**src/rtl/paddle_motion_controller.sv**
```systemverilog
// Multi-paddle vertical motion controller.
// Each paddle moves on a divided movement tick. Positions saturate at the
// playfield bounds, and a held direction accelerates from a slow step to a
// fast step after HOLD_TICKS consecutive same-direction ticks.
module paddle_motion_controller #(
   parameter int NUM_PADDLES = 2,
   parameter int POS_W       = 16,
   parameter int POS_MIN     = 160,
   parameter int POS_MAX     = 400,
   parameter int POS_INIT    = 300,
   parameter int STEP        = 10,
   parameter int FAST_MULT   = 3,
   parameter int HOLD_TICKS  = 4,
   parameter int TICK_DIV    = 833334
) (
   input  logic                         clk,
   input  logic                         reset_to_start_n,
   input  logic                         stand,
   input  logic [NUM_PADDLES-1:0]       move_up,
   input  logic [NUM_PADDLES-1:0]       move_down,
   output logic [NUM_PADDLES*POS_W-1:0] paddle_pos,
   output logic [NUM_PADDLES-1:0]       at_top,
   output logic [NUM_PADDLES-1:0]       at_bottom
);

   localparam int CNT_W = (TICK_DIV > 1) ? $clog2(TICK_DIV) : 1;
   localparam int HC_W  = $clog2(HOLD_TICKS + 1);
   localparam int XW    = POS_W + 1;

   localparam logic [CNT_W-1:0] CNT_LAST = CNT_W'(TICK_DIV - 1);
   localparam logic [HC_W-1:0]  HOLD_SAT = HC_W'(HOLD_TICKS);
   localparam logic [XW-1:0]    MIN_X    = XW'(POS_MIN);
   localparam logic [XW-1:0]    MAX_X    = XW'(POS_MAX);
   localparam logic [XW-1:0]    SLOW_X   = XW'(STEP);
   localparam logic [XW-1:0]    FAST_X   = XW'(STEP * FAST_MULT);
   localparam logic [POS_W-1:0] MIN_P    = POS_W'(POS_MIN);
   localparam logic [POS_W-1:0] MAX_P    = POS_W'(POS_MAX);
   localparam logic [POS_W-1:0] INIT_P   = POS_W'(POS_INIT);

   typedef enum logic [1:0] {IDLE, SLOW, FAST} state_t;

   logic [CNT_W-1:0] cnt_q;
   logic             tick;

   state_t           state_q [NUM_PADDLES];
   state_t           state_d [NUM_PADDLES];
   logic             dir_q   [NUM_PADDLES];   // 1 = up, 0 = down
   logic             dir_d   [NUM_PADDLES];
   logic [HC_W-1:0]  hold_q  [NUM_PADDLES];
   logic [HC_W-1:0]  hold_d  [NUM_PADDLES];
   logic [POS_W-1:0] pos_q   [NUM_PADDLES];
   logic [POS_W-1:0] pos_d   [NUM_PADDLES];
   logic             req_vld [NUM_PADDLES];
   logic             same_dir[NUM_PADDLES];
   logic [XW-1:0]    step_x  [NUM_PADDLES];
   logic [XW-1:0]    pos_x   [NUM_PADDLES];

   assign tick = (cnt_q == CNT_LAST);

   // Per-paddle next position / state, applied only on a tick; the step size
   // is chosen from the pre-tick state so a reversal out of FAST moves fast.
   always_comb begin
      for (int i = 0; i < NUM_PADDLES; i++) begin
         req_vld[i]  = move_up[i] ^ move_down[i];
         same_dir[i] = req_vld[i] && (state_q[i] != IDLE) && (dir_q[i] == move_up[i]);
         step_x[i]   = (state_q[i] == FAST) ? FAST_X : SLOW_X;
         pos_x[i]    = {1'b0, pos_q[i]};
         pos_d[i]    = pos_q[i];
         state_d[i]  = IDLE;
         hold_d[i]   = '0;
         dir_d[i]    = dir_q[i];
         if (req_vld[i]) begin
            // Extra headroom bit keeps the bound comparisons free of wrap-around.
            if (move_up[i]) begin
               if ((pos_x[i] < step_x[i]) || ((pos_x[i] - step_x[i]) <= MIN_X))
                  pos_d[i] = MIN_P;
               else
                  pos_d[i] = POS_W'(pos_x[i] - step_x[i]);
            end else begin
               if ((pos_x[i] + step_x[i]) >= MAX_X)
                  pos_d[i] = MAX_P;
               else
                  pos_d[i] = POS_W'(pos_x[i] + step_x[i]);
            end
            if (same_dir[i]) begin
               hold_d[i]  = (hold_q[i] == HOLD_SAT) ? hold_q[i] : hold_q[i] + HC_W'(1);
               state_d[i] = (hold_d[i] == HOLD_SAT) ? FAST : SLOW;
            end else begin
               hold_d[i]  = HC_W'(1);
               state_d[i] = SLOW;
               dir_d[i]   = move_up[i];
            end
         end
      end
   end

   // Tick divider and per-paddle registers; reset beats stand, stand beats tick.
   always_ff @(posedge clk) begin
      if (!reset_to_start_n) begin
         cnt_q <= '0;
         for (int i = 0; i < NUM_PADDLES; i++) begin
            pos_q[i]   <= INIT_P;
            state_q[i] <= IDLE;
            hold_q[i]  <= '0;
            dir_q[i]   <= 1'b1;
         end
      end else if (stand) begin
         cnt_q <= '0;
         for (int i = 0; i < NUM_PADDLES; i++) begin
            state_q[i] <= IDLE;
            hold_q[i]  <= '0;
         end
      end else begin
         cnt_q <= tick ? '0 : cnt_q + CNT_W'(1);
         if (tick) begin
            for (int i = 0; i < NUM_PADDLES; i++) begin
               pos_q[i]   <= pos_d[i];
               state_q[i] <= state_d[i];
               hold_q[i]  <= hold_d[i];
               dir_q[i]   <= dir_d[i];
            end
         end
      end
   end

   // Pack positions onto the output bus and flag the bounds.
   always_comb begin
      paddle_pos = '0;
      at_top     = '0;
      at_bottom  = '0;
      for (int i = 0; i < NUM_PADDLES; i++) begin
         paddle_pos[i*POS_W +: POS_W] = pos_q[i];
         at_top[i]    = (pos_q[i] == MIN_P);
         at_bottom[i] = (pos_q[i] == MAX_P);
      end
   end

endmodule

```
**config.mk**
```make
export PLATFORM = sky130hd
export DESIGN_NAME = paddle_motion_controller
export DESIGN_NICKNAME = d
export VERILOG_FILES = /design/src/rtl/paddle_motion_controller.sv
export SDC_FILE = /design/constraint.sdc
export NUM_CORES = 1
export LEC_CHECK = 0
export ABC_CLOCK_PERIOD_IN_PS = 4900
export BUFFER_PORTS_ARGS = -buffer_cell sky130_fd_sc_hd__buf_2
export CORE_UTILIZATION = 66
export CTS_CLUSTER_DIAMETER = 150
export DETAILED_ROUTE_END_ITERATION = 16
export GPL_ROUTABILITY_DRIVEN = 1
export MAX_ROUTING_LAYER = met4
export PLACE_DENSITY = 0.87
export RECOVER_POWER = 50
export SYNTH_ARGS = -nofsm -noshare
export SYNTH_HDL_FRONTEND = slang
export SYNTH_SLANG_ARGS = --single-unit
export TNS_END_PERCENT = 20
```
**constraint.sdc**
```tcl
create_clock -name clk -period 4.9 [get_ports clk]
set_clock_uncertainty 0.05 [all_clocks]
set_input_delay 0.49 -clock clk [delete_from_list [all_inputs] [get_ports clk]]
set_output_delay 0.49 -clock clk [all_outputs]
set_load 0.03 [all_outputs]
```
# After elaboration in Yosys (flattened, before gate mapping)
# Memories as Yosys holds them, arrays and structs flattened.
# Cells that the tools add are included.
# classes
addsub	7
n_mul	0
div	0
n_lt_le_gt_ge	6
eq_ne	13
shifts	0
muxes	46
n_bitwise	15
reduce_logical	9
# op_table
op	count
16-bit two-way mux	10
16-bit by 5-bit adder with 17-bit output	2
17-bit by 9-bit greater-or-equal comparator with 1-bit output (second input constant)	2
17-bit by 8-bit <= comparator with 1-bit output (second input constant)	2
16-bit by 5-bit subtractor with 17-bit output	2
16-bit by 8-bit equality test with 1-bit output (second input constant)	2
16-bit by 9-bit equality test with 1-bit output (second input constant)	2
16-bit by 5-bit less-than comparator with 1-bit output	2
3-bit two-way mux	10
20-bit by 1-bit adder with 20-bit output (second input constant)	1
20-bit equality test (second input constant)	1
2-bit two-way mux	10
1-bit two-way mux	14
3-bit equality test (second input constant)	4
1-bit bitwise OR	12
5-bit two-way mux	2
3-bit by 1-bit adder with 3-bit output (second input constant)	2
2-bit equality test (second input constant)	2
1-bit logical AND	4
2-bit nonzero test	2
3-bit OR reduction	1
1-bit equality test	2
1-bit logical OR	2
1-bit bitwise XOR	2
1-bit inverter	1
# word_totals
ff_bits	20
latch_bits	0
ram_bits	44
rom_bits	0
word_cells	101
mem_count	4
# mem_list
name	words	word_bits	read_ports	rd_clocked_by_memory_dff	write_ports	line_no	source
pos_q	2	16	2	0	2	51	logic [POS_W-1:0] pos_q [NUM_PADDLES];
hold_q	2	3	2	0	2	49	logic [HC_W-1:0] hold_q [NUM_PADDLES];
state_q	2	2	2	0	2	45	state_t state_q [NUM_PADDLES];
dir_q	2	1	2	0	2	47	logic dir_q [NUM_PADDLES];

# Longest topological paths before layout
# Gate-level depths: netlist of run 1.
# An unclocked memory read counts as a cell.
# depth
ltp_word	10
mapped_depth	12
ltp_nobuf	11

# Worst setup path after synthesis of run 1
# Ideal clock, no wire load.
# synth_path
kind	register -> register
start	memory pos_q[1][1], in the netlist pos_q[0][17]
end	memory pos_q[1][8], in the netlist pos_q[0][24] (data pin)
arrival_time_ns	2.827
required_time_ns	4.580
setup_slack_ns	1.753
stages_incl_launch_ff	10
n_path_buf	0
path_cell_list	edfxtp_1 > fa_1 > o21ba_2 > or2_1 > o41ai_1 > nand2b_1 > a32oi_2 > nand3b_1 > o221ai_1 > o311ai_1
# synth_lines
element	line_no
from (decl)	51

==> metrics.yaml, run 1 <==
worst_setup_path:
  arrival_ps: 3640
  cp-start-kind: "flop"
  ff2ff_setup_slack_ps: 1280
  rr_startpoint: "state_q[0][0]$_SDFFCE_PN0P_"
  path_cells: "nand2b_1 -> fa_1 -> nand3_1 -> nand3_1 -> o41ai_1 -> o2111ai_2 -> a22oi_2 -> nor2_1 -> o41ai_2 -> o221ai_1"
  r2r_end: "pos_q[0][3]$_SDFFCE_PN1P_"
  cpPeakStageDelay_ps: 590
  ff2ff_path_depth: 10
  cp-end-kind: "flop"
  cpMostUsedCell: "nand3_1"
  critPathMaxFanout: 12
  crit_required_ps: 4930
  crit_type: "flop to flop"
  slowest_stage: "fa_1"
route:
  wirelength_um: 12200
  wl_per_cell_um: 17.8
  top_layer_used: "met4"
  wl_met2_um: 5840
  ant_nets: 0
  wl_met3_um: 806
  drtPass1Iterations: 7
  drcViolationCount: 0
  vias: 4454
  drt-vias-per-instance: 6.50
  drt_iter0_drc: 460
  wirelength_met1_um: 5300
floorplan:
  die_h_um: 88.5
  die_w_um: 88.5
  io_pins: 43
  start_util: 0.681
  core_um2: 7250
  die_area_um2: 7830
  row_count: 31
yosys:
  yosysTopAreaCell: "edfxtp_1"
  synthArstFlopShare: 0
  yosysSeqAreaShare: 0.337
  yosysWarnings: 0
  syn-instance-count: 564
  synth_seq_cells: 62
  syn_avg_cell_area_um2: 8.75
  synth_edf_count: 42
  netlist_area_um2: 4940
  synth_ff_type: "edfxtp_1"
  yosysTopAreaCellShare: 0.255
  synth_cell_types: 88
  synth_area_leaders: "edfxtp_1, dfxtp_1, nor2_1, xor2_1, ha_1"
timing:
  setup_viol: 0
  setup_ws_ps: 1280
  rsz0062_at_grt: "false"
  finalHoldViolCount: 0
  worst_pin_slew_ps: 1030
  period_minus_slack_ps: 3620
  slew_headroom: 0.314
  fin_crit_sh: 0.738
  slew_viol_final: 0
  max_freq_ghz: 0.277
  setup-tns-final_ps: 0
global_route:
  antenna_found_initial: 0
  grt_max_degree: 24
  grt_pass1_wl_um: 19400
  grt.total_usage: 0.336
  gr-total-overflow: 0
  grt_pass1_vias: 3962
clock_network:
  htreeDepth: 3
  clock-sinks: 62
  cts_resized: 0
  post_cts_buffers: 0
  cts_root_buffer: "clkbuf_8"
  clockBufferDepth: 2
  clock_latency_ps: 360
  clkTransAtPathRegs_ps: 80
  cts_buffers: 9
  cts_hold_buf: 0
  cts_tree: "yes"
worst_hold_path:
  hp-start: "cnt_q[0]$_SDFF_PP0_"
  hp-class: "flop to flop"
  whs_path_depth: 1
  min_to: "cnt_q[0]$_SDFF_PP0_"
finish:
  final_nets: 610
  post-route-util: 0.721
  area_delta_synth_final_pct: 5.96
  drive_gt1_frac: 0.0853
  diodes: 0
place:
  pre_cts_slack_ps: 1360
  dp_hpwl_um: 8890
  place_congestion: 0.951
  io_buffers: 40
pwr:
  p_leak_uw: 0.00184
  vdd_drop_max_v: 0.000202
  p_per_area_nw_per_um2: 226
run_status:
  status: "finished, final reports clean"
flow_run:
  maxCapViolCount: 0
-- how the worst max path moves through the flow --
| stage | from | endpoint | slack, ps |
|---|---|---|---|
| after global placement | state_q[0][0]$_SDFFCE_PN0P_ | pos_q[0][3]$_SDFFCE_PN1P_ | 1470 |
| after CTS | state_q[0][0]$_SDFFCE_PN0P_ | pos_q[0][3]$_SDFFCE_PN1P_ | 1320 |
| after floorplan | pos_q[0][17]$_SDFFCE_PN0P_ | pos_q[0][24]$_SDFFCE_PN1P_ | 1750 |
| final | state_q[0][0]$_SDFFCE_PN0P_ | pos_q[0][3]$_SDFFCE_PN1P_ | 1280 |
| after detailed placement | state_q[0][0]$_SDFFCE_PN0P_ | pos_q[0][3]$_SDFFCE_PN1P_ | 1360 |
| after global routing | state_q[0][3]$_SDFFCE_PN0P_ | pos_q[0][24]$_SDFFCE_PN1P_ | 1100 |
-- cells in the final DEF, fill, tap and decap left out, types with 10 or more instances in the layout --
cell | Yosys | routed
inv_1 | 31 | 31
buf_2 | 5 | 10
a21oi_1 | 12 | 12
and3_1 | 13 | 13
xor2_1 | 24 | 24
nor2_1 | 76 | 76
edfxtp_1 | 42 | 42
ha_1 | 16 | 16
nand3_1 | 20 | 20
clkbuf_1 | 21 | 31
nand2_1 | 45 | 45
nand4_1 | 14 | 14
xnor2_1 | 20 | 20
nand2b_1 | 11 | 11
dfxtp_1 | 20 | 20
o21ai_0 | 21 | 21
nor3_1 | 20 | 20
-- power breakdown --
part           switching (uW)  internal, uW
logic                     112          55.2
registers                27.9           569
clock network             228           190
total                     368           814
-- per-layer routing --
metal / vias to the layer above / GRT usage
met2: 180 / 0.527
met1: 2153 / 0.440
met4: 0 / 0.126
li1: 2093 / -
met3: 28 / 0.0522
met5: - / -
-- sequential cells by signal, indices dropped and copies added, names as in the netlist --
register	cells
cnt_q	20
dir_q	2
hold_q	6
pos_q	30
state_q	4
-- cells by family after synthesis --
group | count (synthesis) | synth area share
other | 1 | 0.000760
muxes | 5 | 0.0104
xor gates and xnor gates | 44 | 0.0781
DFF | 62 | 0.337
buffers and inverters | 67 | 0.0598
and+or+nand+nor | 251 | 0.269
adders and majority gates | 22 | 0.0649
AOI/OAI and AO/OA | 112 | 0.181
-- worst max-delay path, delay by kind of cell (launching register included) --
family	cells	cell delay (ps)
AOI/OAI and AO/OA	5	1520
DFF	1	380
adders and majority gates	1	590
and+or+nand+nor	4	810
-- through the flow --
stage                     hold slack (ps)  cells  area [um2]  total power (uW)
after CTS                             440    685        5270              1180
after global placement                397    669        5090               767
after global routing                  481    685        5230              1220
after floorplan                       383    565        4940               734
final                                 432    685        5230              1180
after detailed placement              421    669        5090               773
-- cells in the mapped netlist (4+ instances only) --
cell type and n:
clkbuf_1 21, o21ai_0 21, a21oi_1 12, nand3b_1 6, nor2_1 76, nor2b_1 6
inv_1 31, a211oi_1 5, mux2i_1 4, xnor2_1 20, dfxtp_1 20, fa_1 6
nand4_1 14, nor3_1 20, a21o_1 4, and2_1 4, nand2b_1 11, buf_2 5
ha_1 16, a31oi_1 5, edfxtp_1 42, or3_1 5, and3_1 13, xor2_1 24
nand3_1 20, o211ai_1 7, o221ai_1 9, nand2_1 45, nor4_1 8
-- cell type report --
cell class,count,area [um2]
Tap cell,99,124
Clock buffer,9,124
Clock inverter,7,55.1
Timing Repair Buffer,41,166
Sequential cell,62,1660
Inverter,31,116
Fill cell,586,2020
Multi-Input combinational cell,436,2980
Power figures use the tool's default switching activity.
==> run 2: changes to the inputs <==
- ABC_CLOCK_PERIOD_IN_PS: 4900 -> 3100
- CORE_UTILIZATION: 66 -> 55
- PLACE_DENSITY: 0.87 -> 0.77
- clock period: 4.9 -> 3.1 ns (I/O delays scaled with it)
==> run 2 against run 1 <==
Compared with the run above:
- cell count grew 13%
- clock power grew 71%
- sequential share of layout area shrank 4.1 points
- critical endpoint is now pos_q[0][19]$_SDFFCE_PN1P_
==> metrics.yaml, run 2 (synthesized netlist as in run 1, its figures left out) <==
finish:
  n_fill_cell: 699  # was 586
  multi_input_area_um2: 3140  # was 2980 um2
  regMostFlops: "pos_q"  # unchanged
  drive_gt1_frac: 0.238  # was 0.0853
  final_nets: 687  # was 610
  design_area_um2: 6000  # was 5230 um2
  largest_reg_flops: 30  # unchanged
  final-seq-area_um2: 1660  # unchanged
  top_regs: "pos_q x30, cnt_q x20, hold_q x6"  # unchanged
  diodes: 0  # unchanged
  final_common_cell: "nor2_1"  # unchanged
  area_delta_synth_final_pct: 21.6  # was 5.96%
  layout_common_cells: "nor2_1, buf_4, nand2_1"  # was nor2_1, nand2_1, edfxtp_1
  post-route-util: 0.688  # was 0.721
route:
  drt-vias-per-instance: 6.08  # was 6.50
  drt_iter0_drc: 221  # was 460
  wirelength_um: 12700  # was 12200 um
  ant_nets: 0  # unchanged
  wl_per_cell_um: 16.5  # was 17.8 um
  drcViolationCount: 0  # unchanged
  drtPass1Iterations: 4  # was 7
  vias: 4685  # was 4454
clock_network:
  cts_root_buffer: "clkbuf_8"  # unchanged
  clock_latency_ps: 350  # was 360 ps
  cts_hold_buf: 0  # unchanged
  htreeDepth: 3  # unchanged
  clkTransAtPathRegs_ps: 80  # about the same
  clockBufferDepth: 2  # unchanged
  cts_tree: "yes"  # unchanged
  cts_buffers: 9  # unchanged
  clock-sinks: 62  # unchanged
place:
  placed_cell_area_um2: 5570  # was 5090 um2
  place_congestion: 0.936  # was 0.951
  dp_hpwl_um: 9350  # was 8890 um
  io_buffers: 40  # unchanged
pwr:
  p_sw_uw: 602  # was 368 uW
  p_total_uw: 2000  # was 1180 uW
  clockPowerShare: 0.357  # was 0.353
  power_switching_share: 0.302  # was 0.311
  vdd_drop_max_v: 0.000225  # was 0.000202 V
  p_per_area_nw_per_um2: 332  # was 226 nW/um2
  comb_power_share: 0.176  # was 0.142
  p_int_uw: 1390  # was 814 uW
  seqPwrFrac: 0.467  # was 0.505
  p_leak_uw: 0.00226  # was 0.00184 uW
flow_run:
  maxCapViolCount: 0  # unchanged
floorplan:
  start_util: 0.566  # was 0.681
  die_h_um: 96.7  # was 88.5 um
  row_count: 34  # was 31
  die_area_um2: 9360  # was 7830 um2
  io_pins: 43  # unchanged
  core_um2: 8720  # was 7250 um2
  die_w_um: 96.7  # was 88.5 um
worst_setup_path:
  cp-end-kind: "flop"  # unchanged
  crit_type: "flop to flop"  # unchanged
  rr_startpoint: "state_q[0][2]$_SDFFCE_PN0P_"  # was state_q[0][0]$_SDFFCE_PN0P_
  critPathMaxFanout: 6  # was 12
  ff2ff_setup_slack_ps: 20  # was 1280 ps
  cp-start-kind: "flop"  # unchanged
  r2r_end: "pos_q[0][19]$_SDFFCE_PN1P_"  # was pos_q[0][3]$_SDFFCE_PN1P_
  arrival_ps: 3140  # was 3640 ps
  ff2ff_path_depth: 11  # was 10
  crit_required_ps: 3160  # was 4930 ps
global_route:
  gr-total-overflow: 0  # unchanged
  grt_pass1_wl_um: 21200  # was 19400 um
  grt.total_usage: 0.283  # was 0.336
  antenna_found_initial: 0  # unchanged
  grt_pass1_vias: 4542  # was 3962
  grt_max_degree: 18  # was 24
timing:
  max_freq_ghz: 0.324  # was 0.277 GHz
  fin_crit_sh: 0.995  # was 0.738
  period_minus_slack_ps: 3080  # was 3620 ps
  worst_pin_slew_ps: 637  # was 1030 ps
  finalHoldViolCount: 0  # unchanged
  slew_viol_final: 0  # unchanged
  setup-tns-final_ps: 0  # unchanged
  rsz0062_at_grt: "true"  # was false
  setup_viol: 0  # unchanged
  slew_headroom: 0.565  # was 0.314
worst_hold_path:
  whs_path_depth: 2  # was 1
  hp-class: "input pin to flop"  # was flop to flop
  hp-start: "reset_to_start_n"  # was cnt_q[0]$_SDFF_PP0_
  min_to: "dir_q[0][0]$_SDFFCE_PN1P_"  # was cnt_q[0]$_SDFF_PP0_
run_status:
  status: "finished, final reports clean"  # unchanged
-- run 2: what timing repair did --
action	CTS	global route
setup buffers	1	14
setup endpoints to repair	5	22
pin swaps	2	21
gates resized for setup	2	32
gates cloned	0	0
-- run 2: worst max path at each step --
stage	from	endpoint	slack, ps	cells past startpoint
after global routing	state_q[0][2]$_SDFFCE_PN0P_	pos_q[0][19]$_SDFFCE_PN1P_	-80	11
after CTS	state_q[0][1]$_SDFFCE_PN0P_	pos_q[0][6]$_SDFFCE_PN0P_	-30	11
final	state_q[0][2]$_SDFFCE_PN0P_	pos_q[0][19]$_SDFFCE_PN1P_	20	11
after global placement	state_q[0][0]$_SDFFCE_PN0P_	pos_q[0][3]$_SDFFCE_PN1P_	20	11
after detailed placement	state_q[0][1]$_SDFFCE_PN0P_	pos_q[0][6]$_SDFFCE_PN0P_	-80	11
after floorplan	pos_q[0][1]$_SDFFCE_PN0P_	pos_q[0][3]$_SDFFCE_PN1P_	-20	10
-- run 2: layer usage --
metal	part of all wire	vias up	routed length [um]	track usage
li1	-	2249	-	-
met1	0.42	2256	5340	0.341
met2	0.50	142	6350	0.470
met3	0.053	38	671	0.0499
met4	0.030	0	378	0.115
met5	0	-	0	-
-- run 2: through the flow --
stage | setup WS, ps | hold slack, ps | std cells
final | 15.9 | 310 | 771
after global routing | -82.6 | 313 | 771
after CTS | -30.0 | 301 | 757
after detailed placement | -79.8 | 408 | 740
after global placement | 20.8 | 397 | 740
after floorplan | -17.9 | 383 | 565
-- run 2: layout make-up --
class,instances,share of cell area
Clock inverter,6,0.00813
Tap cell,108,0.0225
Timing Repair Buffer,118,0.125
Clock buffer,10,0.0248
Multi-Input combinational cell,436,0.524
Inverter,31,0.0194
Sequential cell,62,0.277
-- run 2: worst max-delay path, cell delays in order, from the launching register on --
cell       delay, ps
edfxtp_1         390
nand2b_4         170
buf_4            150
ha_1             300
a21o_4           250
a2111oi_4        430
mux2i_1          270
o311ai_2         150
o21bai_4         220
nand3_4          160
o221ai_2         110
a21o_1           180
-- run 2: power by group through the flow --
stage               Sequential, uW  Clock [uW]  Combinational (uW)
floorplan                      958           0                 202
global placement               947           0                 310
detailed placement             949           0                 318
CTS                            930         721                 323
global route                   936         744                 384
finish                         932         712                 351
==> run 3: changes to the inputs <==
- ABC_CLOCK_PERIOD_IN_PS: 3100 -> 2600
- clock period: 3.1 -> 2.6 ns (I/O delays scaled with it)
==> run 3 against run 2 <==
Compared with the run above:
- the flow now finishes with violations (setup timing)
- register-to-register slack lost 510 ps
- combinational power rose by 54%
- sequential cell count stayed put
- first-iteration DRC count grew 64%
- utilization grew 7.4 points
- maximum frequency down 0.18%
- highest routed layer unchanged
==> metrics.yaml, run 3 (synthesized netlist as in run 1, its figures left out) <==
run_status:
  status: "finished with violations"  # was finished, final reports clean
  violations: "setup timing"
clock_network:
  clock-sinks: 62  # unchanged
  cts_tree: "yes"  # unchanged
  clockBufferDepth: 2  # unchanged
  htreeDepth: 3  # unchanged
  clock_latency_ps: 360  # was 350 ps
  cts_root_buffer: "clkbuf_8"  # unchanged
  clkTransAtPathRegs_ps: 80  # about the same
  cts_hold_buf: 0  # unchanged
  cts_buffers: 9  # unchanged
floorplan:
  die_w_um: 96.7  # unchanged
  start_util: 0.566  # unchanged
  core_um2: 8720  # unchanged
  io_pins: 43  # unchanged
  die_area_um2: 9360  # unchanged
  die_h_um: 96.7  # unchanged
  row_count: 34  # unchanged
worst_setup_path:
  cp_num_buf_inv: 3  # was 1
  cp_top_family: "compound AO/OA/AOI/OAI gates"  # unchanged
  ff2ff_path_depth: 11  # unchanged
  path_cells: "buf_4 -> buf_4 -> fa_2 -> nor3_4 -> nor3b_4 -> a311oi_2 -> a31oi_1 -> a2bb2oi_2 -> nand4_1 -> buf_4 -> a211oi_2"  # was nand2b_4 -> buf_4 -> ha_1 -> a21o_4 -> a2111oi_4 -> mux2i_1 -> o311ai_2 -> o21bai_4 -> nand3_4 -> o221ai_2 -> a21o_1
  cp-start-kind: "flop"  # unchanged
  rr_startpoint: "pos_q[0][1]$_SDFFCE_PN0P_"  # was state_q[0][2]$_SDFFCE_PN0P_
  cpMostUsedCell: "buf_4"
  slowest_stage: "fa_2"  # was a2111oi_4
  arrival_ps: 3230  # was 3140 ps
  crit_type: "flop to flop"  # unchanged
  cpPeakStageDelay_ps: 410  # was 430 ps
  critPathMaxFanout: 7  # was 6
  cp-end-kind: "flop"  # unchanged
  r2r_end: "pos_q[0][1]$_SDFFCE_PN0P_"  # was pos_q[0][19]$_SDFFCE_PN1P_
  crit_required_ps: 2740  # was 3160 ps
  ff2ff_setup_slack_ps: -490  # was 20 ps
timing:
  period_minus_slack_ps: 3090  # was 3080 ps
  worst_pin_slew_ps: 580  # was 637 ps
  setup_ws_ps: -490  # was 15.9 ps
  slew_viol_final: 0  # unchanged
  setup_viol: 24  # was 0
  rsz0062_at_grt: "true"  # unchanged
  max_freq_ghz: 0.324  # about the same
  finalHoldViolCount: 0  # unchanged
  slew_headroom: 0.614  # was 0.565
  fin_crit_sh: 1.19  # was 0.995
  setup-tns-final_ps: -8600  # was 0 ps
pwr:
  p_leak_uw: 0.00256  # was 0.00226 uW
  p_per_area_nw_per_um2: 372  # was 332 nW/um2
  vdd_drop_max_v: 0.000308  # was 0.000225 V
route:
  wirelength_um: 15900  # was 12700 um
  drtPass1Iterations: 6  # was 4
  wl_per_cell_um: 19.4  # was 16.5 um
  wirelength_met1_um: 5890  # was 5340 um
  vias: 5168  # was 4685
  drt_iter0_drc: 363  # was 221
  wl_met2_um: 8070  # was 6350 um
  drt-vias-per-instance: 6.31  # was 6.08
  drcViolationCount: 0  # unchanged
  top_layer_used: "met4"  # unchanged
  ant_nets: 0  # unchanged
  wl_met3_um: 1090  # was 671 um
finish:
  final_common_cell: "buf_4"  # was nor2_1
  top_regs: "pos_q x30, cnt_q x20, hold_q x6"  # unchanged
  final_nets: 735  # was 687
  regMostFlops: "pos_q"  # unchanged
  drive_gt1_frac: 0.346  # was 0.238
  area_delta_synth_final_pct: 34.6  # was 21.6%
  largest_reg_flops: 30  # unchanged
  diodes: 0  # unchanged
  layout_common_cells: "buf_4, nor2_1, nand2_1"  # was nor2_1, buf_4, nand2_1
  design_area_um2: 6650  # was 6000 um2
place:
  placed_cell_area_um2: 5970  # was 5570 um2
  pre_cts_slack_ps: -709  # was -79.8 ps
  place_congestion: 0.912  # was 0.936
  io_buffers: 40  # unchanged
  dp_hpwl_um: 10400  # was 9350 um
worst_hold_path:
  hp-start: "reset_to_start_n"  # unchanged
  min_to: "dir_q[0][1]$_SDFFCE_PN1P_"  # was dir_q[0][0]$_SDFFCE_PN1P_
  hp-class: "input pin to flop"  # unchanged
  whs_path_depth: 2  # unchanged
global_route:
  antenna_found_initial: 0  # unchanged
  grt_pass1_wl_um: 24500  # was 21200 um
  grt_max_degree: 31  # was 18
  gr-total-overflow: 0  # unchanged
  grt_pass1_vias: 5130  # was 4542
  grt.total_usage: 0.331  # was 0.283
flow_run:
  maxCapViolCount: 0  # unchanged
[run 3: cell types whose count changed in the layout (fill, tap and decap cells not counted), moves of 3 or more]
cell and change:
a211oi_1 -3, a211oi_2 +3, buf_12 +3, buf_2 +4, buf_4 +41, buf_6 +4, clkbuf_1 -4, ha_1 -4
ha_4 +3, nor2_1 -3, nor3_1 -7, nor3_2 +6
[run 3: where the power goes]
group / internal (uW) / switching [uW] / total [uW]
Sequential: 1070 / 31.9 / 1100
Combinational: 231 / 308 / 539
Clock: 368 / 462 / 830
Total: 1670 / 803 / 2470
[run 3: worst max-delay path by stage]
stage,to,depth (start not counted),slack (ps),from
floorplan,pos_q[0][24]$_SDFFCE_PN1P_,9,-410,pos_q[0][17]$_SDFFCE_PN0P_
global placement,pos_q[0][3]$_SDFFCE_PN1P_,10,-460,state_q[0][0]$_SDFFCE_PN0P_
detailed placement,pos_q[0][3]$_SDFFCE_PN1P_,10,-710,state_q[0][0]$_SDFFCE_PN0P_
CTS,pos_q[0][3]$_SDFFCE_PN1P_,10,-330,state_q[0][0]$_SDFFCE_PN0P_
global route,pos_q[0][1]$_SDFFCE_PN0P_,12,-570,state_q[0][1]$_SDFFCE_PN0P_
finish,pos_q[0][1]$_SDFFCE_PN0P_,11,-490,pos_q[0][1]$_SDFFCE_PN0P_
[run 3: final cells by class]
type                    instances  area (um2)
clock buffers                   9         124
clock inverters                 7        61.3
fillers                       565        2080
inverters                      31         119
multi-input cells             436        3380
flip-flops and latches         62        1660
well taps                     108         135
repair buffers                166        1170
[run 3: through the flow]
stage,utilization,instances,total power (uW),hold slack [ps]
2_1_floorplan,-,565,1390,383
3_3_place_gp,0.684,784,1550,397
3_5_place_dp,0.684,784,1570,405
4_1_cts,0.747,814,2430,237
5_1_grt,0.762,819,2550,268
6_report,0.762,819,2470,251
[run 3: timing repair]
item	CTS	global route
pin swaps	27	18
gates resized for setup	53	26
setup endpoints to repair	29	33
setup buffers	14	5
[run 3: layer usage]
layer	vias to the layer above	global-route usage
li1	2347	-
met1	2422	0.375
met2	310	0.562
met3	89	0.0571
met4	0	0.169
met5	-	-
